--- src/rtl/led_chase_monitor.sv ---
// Receive-side checker for a rotating one-hot LED chaser: decodes the lit position,
// locks onto the rotation direction, counts laps and flags illegal patterns or jumps.
module led_chase_monitor #(
  parameter int WIDTH      = 8,
  parameter int LAP_W      = 8,
  parameter int LOCK_STEPS = 2
) (
  input  logic                     clk,
  input  logic                     clear_n,
  input  logic                     sample_en,
  input  logic [WIDTH-1:0]         led,
  input  logic                     err_clr,
  output logic [$clog2(WIDTH)-1:0] pos,
  output logic                     pos_valid,
  output logic [1:0]               dir,
  output logic                     locked,
  output logic [LAP_W-1:0]         lap_cnt,
  output logic                     rev,
  output logic                     err
);

  localparam int PW = $clog2(WIDTH);
  localparam int SW = $clog2(LOCK_STEPS + 1);
  localparam logic [SW-1:0] LOCK_CNT  = SW'(LOCK_STEPS);
  localparam logic [1:0]    DIR_NONE  = 2'b00;
  localparam logic [1:0]    DIR_LEFT  = 2'b01;
  localparam logic [1:0]    DIR_RIGHT = 2'b10;

  typedef enum logic [1:0] {IDLE, TRACK, LOCKED, FAULT} state_e;

  state_e            state_q, state_d;
  logic [PW-1:0]     pos_q, pos_d;
  logic              pos_valid_q, pos_valid_d;
  logic [1:0]        dir_q, dir_d;
  logic              locked_q, locked_d;
  logic [LAP_W-1:0]  lap_q, lap_d;
  logic              rev_q, rev_d;
  logic              err_q, err_d;
  logic [SW-1:0]     steps_q, steps_d, steps_nxt;
  logic [1:0]        cand_q, cand_d;

  logic [PW-1:0]     q_pos;
  logic              onehot, zero;
  logic              is_hold, is_jump;
  logic [1:0]        step_dir;
  int                diff;

  // Decode the lit position and classify the move relative to the last valid position.
  always_comb begin
    q_pos = '0;
    for (int i = 0; i < WIDTH; i++) begin
      if (led[i]) q_pos = PW'(i);
    end
    onehot = ($countones(led) == 1);
    zero   = (led == '0);
    diff   = int'(q_pos) - int'(pos_q);
    if (diff == 1 || diff == -(WIDTH - 1))      step_dir = DIR_LEFT;
    else if (diff == -1 || diff == WIDTH - 1)   step_dir = DIR_RIGHT;
    else                                        step_dir = DIR_NONE;
    is_hold = (diff == 0);
    is_jump = !is_hold && (step_dir == DIR_NONE);
  end

  // NOTE: every variable gets a default before the case so no latch is inferred.
  always_comb begin
    state_d     = state_q;
    pos_d       = pos_q;
    pos_valid_d = pos_valid_q;
    dir_d       = dir_q;
    locked_d    = locked_q;
    lap_d       = lap_q;
    steps_d     = steps_q;
    cand_d      = cand_q;
    rev_d       = 1'b0;
    steps_nxt   = steps_q;

    unique case (state_q)
      IDLE: if (sample_en) begin
        if (onehot) begin
          state_d     = TRACK;
          pos_d       = q_pos;
          pos_valid_d = 1'b1;
          steps_d     = '0;
          cand_d      = DIR_NONE;
        end else if (!zero) begin
          state_d = FAULT;
        end
      end

      TRACK: if (sample_en) begin
        if (!onehot || is_jump) begin
          state_d = FAULT;
        end else if (!is_hold) begin
          pos_d     = q_pos;
          steps_nxt = (steps_q == '0 || step_dir == cand_q) ? steps_q + SW'(1) : SW'(1);
          steps_d   = steps_nxt;
          cand_d    = step_dir;
          if (steps_nxt >= LOCK_CNT) begin
            state_d  = LOCKED;
            dir_d    = step_dir;
            locked_d = 1'b1;
          end
        end
      end

      LOCKED: if (sample_en) begin
        if (!onehot || is_jump) begin
          state_d = FAULT;
        end else if (!is_hold) begin
          pos_d = q_pos;
          if (step_dir == dir_q) begin
            // A step in the locked direction that lands on the wrap end closes a lap.
            if ((step_dir == DIR_LEFT  && q_pos == '0) ||
                (step_dir == DIR_RIGHT && q_pos == PW'(WIDTH - 1)))
              lap_d = lap_q + LAP_W'(1);
          end else begin
            state_d  = TRACK;
            steps_d  = SW'(1);
            cand_d   = step_dir;
            dir_d    = DIR_NONE;
            locked_d = 1'b0;
            rev_d    = 1'b1;
          end
        end
      end

      FAULT: if (err_clr) begin
        state_d     = IDLE;
        pos_valid_d = 1'b0;
        dir_d       = DIR_NONE;
        locked_d    = 1'b0;
        steps_d     = '0;
        cand_d      = DIR_NONE;
      end

      default: state_d = IDLE;
    endcase

    err_d = (state_d == FAULT);
  end

  // NOTE: sequential state uses non-blocking assignments so all registers update together.
  always_ff @(posedge clk or negedge clear_n) begin
    if (!clear_n) begin
      state_q     <= IDLE;
      pos_q       <= '0;
      pos_valid_q <= 1'b0;
      dir_q       <= DIR_NONE;
      locked_q    <= 1'b0;
      lap_q       <= '0;
      rev_q       <= 1'b0;
      err_q       <= 1'b0;
      steps_q     <= '0;
      cand_q      <= DIR_NONE;
    end else begin
      state_q     <= state_d;
      pos_q       <= pos_d;
      pos_valid_q <= pos_valid_d;
      dir_q       <= dir_d;
      locked_q    <= locked_d;
      lap_q       <= lap_d;
      rev_q       <= rev_d;
      err_q       <= err_d;
      steps_q     <= steps_d;
      cand_q      <= cand_d;
    end
  end

  assign pos       = pos_q;
  assign pos_valid = pos_valid_q;
  assign dir       = dir_q;
  assign locked    = locked_q;
  assign lap_cnt   = lap_q;
  assign rev       = rev_q;
  assign err       = err_q;

endmodule

--- config.mk ---
export PLATFORM = sky130hd
export DESIGN_NAME = led_chase_monitor
export DESIGN_NICKNAME = d
export VERILOG_FILES = /design/src/rtl/led_chase_monitor.sv
export SDC_FILE = /design/constraint.sdc
export NUM_CORES = 1
export LEC_CHECK = 0
export BUFFER_PORTS_ARGS = -buffer_cell sky130_fd_sc_hd__buf_2
export CAP_MARGIN = 5
export CORE_UTILIZATION = 30
export DETAILED_ROUTE_END_ITERATION = 10
export SETUP_SLACK_MARGIN = 0.2
export SLEW_MARGIN = 5
export SYNTH_ARGS = -nofsm -noshare
export SYNTH_HDL_FRONTEND = slang
export SYNTH_SLANG_ARGS = --single-unit
--- constraint.sdc ---
create_clock -name clk -period 6.2 [get_ports clk]
set_clock_uncertainty 0.05 [all_clocks]
set_input_delay 0.31 -clock clk [delete_from_list [all_inputs] [get_ports clk]]
set_output_delay 0.31 -clock clk [all_outputs]
set_load 0.01 [all_outputs]
==> results.md, run 1 <==
* Seq pwr share at around a quarter
* RSZ-0062 raised after global routing: no
* Initial antenna violation count at 0
* Post-CTS setup buffers at 0
* CTS buffer count at 3
* Drt total wl at 3960 um
* Layout area overhead at 15.3%
* Cell Chain, Critical Path: buf_2 > fa_1 > inv_1 > fa_1 > fa_1 > inv_1 > ha_1 > inv_1 > fa_1 > nand4b_1 > o21ai_1 > a32oi_2 > or4_4 > a21o_4 > mux2_4
* Crit Path Class: input pin to flip-flop
* Cell Pwr Density at 413 mW/mm^2
* CP arrival at about 4.4 ns
* Die area at between 0.006 and 0.007 mm^2
* I/O pins at 29
* Post-synthesis async set-or-reset flop share at 100%
* Later-pin clock latency in the skew report at between 0.2 and 0.3 ns
* Relative slew slack at 62.7%
* Clock slew at reported path FFs at approximately 0.080 ns
* GRT overflow at 0
* CTS tree: yes
* Width of the die at around 80 um
* Status: finished, final reports clean
* Setup WS post-layout at between 1.5 and 2 ns
* Final Max Slew Viols at 0
* Switching part of the total at 44.9%
* Met2 wire len at ~1900 um
* Switch Pwr at about 0.00039 W
* IO Port Bufs at 28
* Clk network pwr share at between 10% and 20%
* Worst hold path type: input pin to flip-flop
* Antenna diodes at 0
* Max_cap viols at 0
* FMAX at approximately 230 MHz
* Sequential share of the synthesized area at a little under a third
* Post-synth EDFFs at 0
* CP max-delay cell: fa_1
* Max stage delay on crit path at 0.53 ns
* Fin. Hold Viols at 0
* LEAKAGE at between 1 and 1.5 nW
* CTS Buffer Depth at 2
* Vias in the first global route at 1,405
* Initial Util at 31.1%
* DR iter-0 viols at around 140
* Routed Antenna Nets at 0
* Via/cell ratio at 5.09
* Largest net degree at the start of global routing at 24
* Num rows at 28
* Yosys reg bits at 23
* Nets at ~250
* Commonest non-fill, non-tap cell in the layout: buf_2
* Yosys top cell area share at roughly a third
* Synth cell types at 50
* Mapped Nets at 220
* Met3 WL at between 100 and 150 um
* Combinational power share at 63.0%
* Crit end category: flip-flop
* DR top layer: met4
* Minimum clock period at 4.29 ns
* Critical path launch point type: input pin
* Period utilization at 69.2%
* Final HPWL DP at between 3000 and 4000 um
* Mapped Cells at between 150 and 200
* Post-Synthesis Cell Area at roughly 0.0018 mm^2
* Tightest Pin Transition at between 0.5 and 0.6 ns
* Final TNS setup at 0 ns
* Worst endpoint required time at 6.31 ns
* DP Worst Slack at approximately 1.6 ns
* Most frequent cells in the layout: buf_2 (28), inv_1 (26), dfrtp_1 (23)
* Share of cells above drive strength 1 at around 22%
* FILL cells at between 600 and 700
* Routed length per instance at between 10 and 15 um
* Main synth FF type: dfrtp_1
* Num Clock Sinks at 23
* Top cells by area, synth: dfrtp_1 (31%), ha_1 (9.6%), fa_1 (5.5%), inv_1 (5.3%), mux2_4 (3.3%)
* Total number of vias at 1,497
* DRT Pass-1 Iters at 6
* Critical path's top delay family: adder cells
* CTS Root Buffer Type: clkbuf_8
* CP bufs+invs at 4
* First-pass GRT wire length at 6710 um
* Drc violations at 0
* Pint at between 0.0004 and 0.0005 W
* GP Congestion at a little under 0.9
* Synth Warn # at 0
* Tot GR Track Use at between 10% and 20%
* Final setup viols at 0
* M1 WL at just under 2000 um
* Yosys top cell by area: dfrtp_1
* Maximum vdd ir drop at about 0.14 mV
* Max H-tree Level at 1
* Worst Path Max Fanout at 7
* Core Area at just under 0.006 mm^2
* Crit-path most repeated cell: fa_1
* Avg Cell Area, Syn at between 9 and 10 um^2
* Chip height at roughly 80 um
==> per-layer routing <==
layer,GRT usage [%],vias up
met5,0,-
met4,3.21,0
met3,2.39,4
met2,21.7,22
met1,18.9,728
li1,-,743
==> timing repair <==
item / 4_1_cts / 5_1_grt
hold endpoints to repair: 23 / 0
hold buffers: 1 / 0
gates resized for setup: 0 / 0
==> worst paths after layout <==
path | slack [ns] | start | depth (start not counted) | end
max | 1.91 | led[0] | 15 | dir[1]
min | 0.31 | err_clr | 3 | pos_valid
max reg2reg | 2.91 | pos[0] | 8 | dir[1]
min reg2reg | 0.43 | lap_cnt[7] | 1 | lap_cnt[7]
max in group asynchronous | 5.25 | clear_n | 2 | pos_valid
min in group asynchronous | 0.49 | clear_n | 2 | cand_q[0]
==> final cells by class <==
| type | count | area, um^2 | share of cell area [%] |
|---|---|---|---|
| Clock buffer | 3 | 41.3 | 1.96 |
| Clock inverter | 1 | 5.00 | 0.238 |
| Inverter | 26 | 97.6 | 4.63 |
| Multi-Input combinational cell | 137 | 1140 | 54.3 |
| Sequential cell | 23 | 576 | 27.3 |
| Tap cell | 75 | 93.8 | 4.45 |
| Timing Repair Buffer | 29 | 150 | 7.13 |
==> cells in the mapped netlist, drive strengths merged (3+ instances only) <==
library cell	n
a211o	4
a21oi	5
and3	3
clkbuf	3
dfrtp	23
fa	5
ha	14
inv	26
mux2	7
nand2	13
nand3	3
nand4	7
nor2	12
nor2b	4
o21ai	10
or2	3
xnor2	6
==> power groups by stage <==
stage               combinational (W)  sequential (W)  clock [W]
global placement             0.000546        0.000227          0
finish                       0.000548        0.000224  0.0000988
detailed placement           0.000544        0.000227          0
global route                 0.000615        0.000230   0.000110
floorplan                    0.000416        0.000230          0
CTS                          0.000550        0.000224   0.000103
==> through the flow <==
step	power, W	util, %	hold slack, ns	instances	area (um^2)
floorplan	0.000646	-	-0.0356	189	1830
CTS	0.000877	35.8	0.305	294	2110
finish	0.000871	35.8	0.306	294	2110
global placement	0.000772	34.8	0.275	289	2050
global route	0.000954	35.8	0.315	294	2110
detailed placement	0.000771	34.8	0.284	289	2050
==> state kept, by name, summed over array words and instances, names as in the netlist, 2 cells and up <==
signal,flops
dir,2
lap_cnt,8
pos,3
cand_q,2
state_q,2
steps_q,2
==> cell families after synthesis <==
logic type / count (synthesis) / synth area share [%]
and+or+nand+nor: 61 / 18.5
xor gates and xnor gates: 8 / 4.86
AOI/OAI and AO/OA: 40 / 17.9
buffers and inverters: 29 / 5.95
muxes: 9 / 6.23
DFF: 23 / 31.5
adders and majority gates: 19 / 15.1
==> worst reg2reg max path, cell delays in order (launching register included) <==
cell     delay [ns]
dfrtp_1        0.41
ha_1           0.24
fa_1           0.46
xor2_4         0.31
mux2i_1        0.53
o22ai_4        0.16
or4_4          0.50
a21o_4         0.22
mux2_4         0.29
No activity file was read; power rests on OpenSTA's default activity.
==> run 2, diff against run 1 <==
==> constraint.sdc (replaced) <==
create_clock -name clk -period 3.6 [get_ports clk]
set_clock_uncertainty 0.05 [all_clocks]
set_input_delay 0.18 -clock clk [delete_from_list [all_inputs] [get_ports clk]]
set_output_delay 0.18 -clock clk [all_outputs]
set_load 0.01 [all_outputs]
==> run 2 against run 1 <==
Net effect: the run now ends with setup timing left; die area unchanged; final cell count up 7.1%; power up 96%; worst hold slack worse by 0.15 ns; sequential power up 72%; setup slack worse by 2.1 ns; critical endpoint is now locked.
==> results.md, run 2 (synthesis gave the netlist of run 1 again) <==
* Later-pin clock latency in the skew report at 0.27 ns (about the same)
* Cell Chain, Critical Path: buf_8 > fa_1 > inv_1 > fa_1 > fa_1 > inv_2 > ha_4 > inv_2 > fa_1 > nand4b_1 > o21ai_2 > a32oi_2 > or4_4 > a21o_4 > mux2_4
* Tightest Pin Transition at 0.518 ns (-0.0330 ns)
* Reg2reg end: err
* Final HPWL DP at 3280 um (+7.3%)
* LEAKAGE at 1.19 nW (+17%)
* Crit Path Class: input pin to flip-flop
* CTS Buffer Depth at 2 (unchanged)
* RSZ-0062 raised after global routing: yes
* Final setup viols at 15 (+15)
* GP Congestion at 0.867 (+0.16%)
* Clock slew at reported path FFs at 0.09 ns (about the same)
* Drc violations at 0 (unchanged)
* CTS Root Buffer Type: clkbuf_8
* CTS buffer count at 3 (unchanged)
* Worst Path Max Fanout at 3 (-4)
* Initial antenna violation count at 0 (unchanged)
* Tot GR Track Use at 14.0% (+0.46 points)
* Share of cells above drive strength 1 at 35.8% (+14 points)
* Crit end category: flip-flop
* RR Startpoint: pos[0]
* DP Worst Slack at -0.493 ns (-2.13 ns)
* First-pass GRT wire length at 7040 um (+4.8%)
* CP bufs+invs at 4 (unchanged)
* Pint at 0.000952 W (+99%)
* Clk network pwr share at 9.9% (-1.4 points)
* Status: finished, violations left
* Switch Pwr at 0.000750 W (+92%)
* Reg-to-reg setup timing slack at 0.58 ns (-2.33 ns)
* Chip height at 80.1 um (unchanged)
* Period utilization at 106%
* Worst hold start: err_clr
* I/O pins at 29 (unchanged)
* CP max-delay cell: fa_1
* Violated checks: setup timing
* Maximum vdd ir drop at 0.277 mV (+99%)
* Via/cell ratio at 5.07 (-0.49%)
* Final Max Slew Viols at 0 (unchanged)
* Cell Pwr Density at 714 mW/mm^2 (+73%)
* Num Clock Sinks at 23 (unchanged)
* Drt total wl at 4230 um (+6.6%)
* Critical path's top delay family: adder cells
* Commonest non-fill, non-tap cell in the layout: buf_2
* Core Area at 0.00589 mm^2 (unchanged)
* WHS Endpoint: pos_valid
* Num rows at 28 (unchanged)
* CTS tree: yes
* Max H-tree Level at 1 (unchanged)
* DR iter-0 viols at 133 (-3.6%)
* Final instance area at 0.00239 mm^2 (+13%)
* Vias in the first global route at 1,541 (+9.7%)
* Combinational power share at 67.5% (+4.5 points)
* Relative slew slack at 65.5% (+2.8 points)
* Initial Util at 31.1% (unchanged)
* Critical path launch point type: input pin
* Total number of vias at 1,596 (+6.6%)
* Nets at 272 (+8.4%)
* Largest net degree at the start of global routing at 24 (unchanged)
* Routed length per instance at 13.4 um (-0.47%)
* Seq pwr share at 22.6% (-3.1 points)
* Fin. Hold Viols at 0 (unchanged)
* GRT overflow at 0 (unchanged)
* Worst hold path type: input pin to flip-flop
* CP arrival at 3.91 ns (-0.49 ns)
* Switching part of the total at 44.1% (-0.86 points)
* Max FFs per register at 8 (unchanged)
* FMAX at around 260 MHz
* Worst endpoint required time at 3.71 ns (-2.60 ns)
* Die area at 0.00641 mm^2 (unchanged)
* Most frequent cells in the layout: buf_2 (27), inv_1 (24), dfrtp_1 (23)
* Layout area overhead at 30.5%
* Setup WS post-layout at -0.200 ns (-2.11 ns)
* Max stage delay on crit path at 0.52 ns (about the same)
* Crit-path most repeated cell: fa_1
* IO Port Bufs at 28 (unchanged)
* DRT Pass-1 Iters at 4 (-2)
* Max_cap viols at 0 (unchanged)
* Antenna diodes at 0 (unchanged)
* R2r worst-path depth at 9 (+1)
* Minimum clock period at about 3.8 ns
* Width of the die at 80.1 um (unchanged)
* Dpl cell area at 0.00217 mm^2 (+6.0%)
* Routed Antenna Nets at 0 (unchanged)
* Worst hold stages at 3 (unchanged)
==> run 2: cell count changes in the layout (fill, tap and decap cells not counted), moves of 2 or more <==
cell / before / now
buf_4: 0 / 14
buf_6: 0 / 7
o21ai_0: 9 / 3
nand2_1: 13 / 9
o21ai_2: 0 / 4
nand2_4: 0 / 3
inv_1: 26 / 24
inv_2: 0 / 2
o21ai_1: 1 / 3
==> run 2: final cells by class <==
type | instances | area [um^2]
clock buffer | 3 | 41.3
clock inverter | 1 | 5.00
fill | 587 | 3500
inverter | 26 | 97.6
multi-input combinational | 137 | 1230
sequential | 23 | 576
tap | 75 | 93.8
timing repair buffer | 50 | 344
==> run 2: power groups by stage <==
stage	Clock, W	Sequential [W]	Combinational (W)
floorplan	0	0.000395	0.000720
global placement	0	0.000390	0.00102
detailed placement	0	0.000390	0.00104
CTS	0.000169	0.000385	0.00105
global route	0.000181	0.000397	0.00126
finish	0.000168	0.000386	0.00115
==> run 2: worst reg2reg max path, cell delays in order, from the launching register on <==
cell	delay, ns
dfrtp_1	0.41
ha_1	0.23
fa_1	0.47
xor2_4	0.23
mux2_4	0.39
o311ai_1	0.37
buf_4	0.19
a311oi_1	0.12
a211o_1	0.30
and2_1	0.16
==> run 2: how the worst max path moves through the flow <==
| stage | from | end | slack, ns | cells after the start |
|---|---|---|---|---|
| floorplan | led[0] | dir[0] | -0.36 | 14 |
| global placement | led[0] | dir[1] | -0.41 | 15 |
| detailed placement | led[0] | locked | -0.49 | 15 |
| CTS | led[0] | locked | -0.18 | 15 |
| global route | led[0] | dir[0] | -0.27 | 15 |
| finish | led[0] | locked | -0.20 | 15 |
==> run 2: metal layers <==
| layer | wire length [um] | part of all wire, % | vias up | global-route usage [%] |
|---|---|---|---|---|
| met4 | 93 | 2.2 | 0 | 4.82 |
| met3 | 137 | 3.2 | 11 | 1.70 |
| met1 | 2030 | 48 | 759 | 18.5 |
| met2 | 1960 | 46 | 44 | 23.5 |
| met5 | 0 | 0 | - | 0 |
| li1 | - | - | 782 | - |
==> run 2: timing repair <==
item                                   4_1_cts  5_1_grt
endpoints found under the hold margin       23        0
setup endpoints to repair                   22       22
resized for setup                            5       31
buffers inserted                             1        4
hold buffers                                 1        0
pin swaps                                    0       11
==> run 2: per-stage QoR <==
step	hold slack [ns]	cells	TNS [ns]	utilization (%)	total power (W)
2_1_floorplan	-0.166	189	-1.91	-	0.00111
3_3_place_gp	0.138	305	-5.93	36.9	0.00141
3_5_place_dp	0.147	305	-7.63	36.9	0.00143
4_1_cts	0.159	311	-1.30	38.3	0.00161
5_1_grt	0.172	315	-3.01	40.5	0.00184
6_report	0.161	315	-1.41	40.5	0.00170
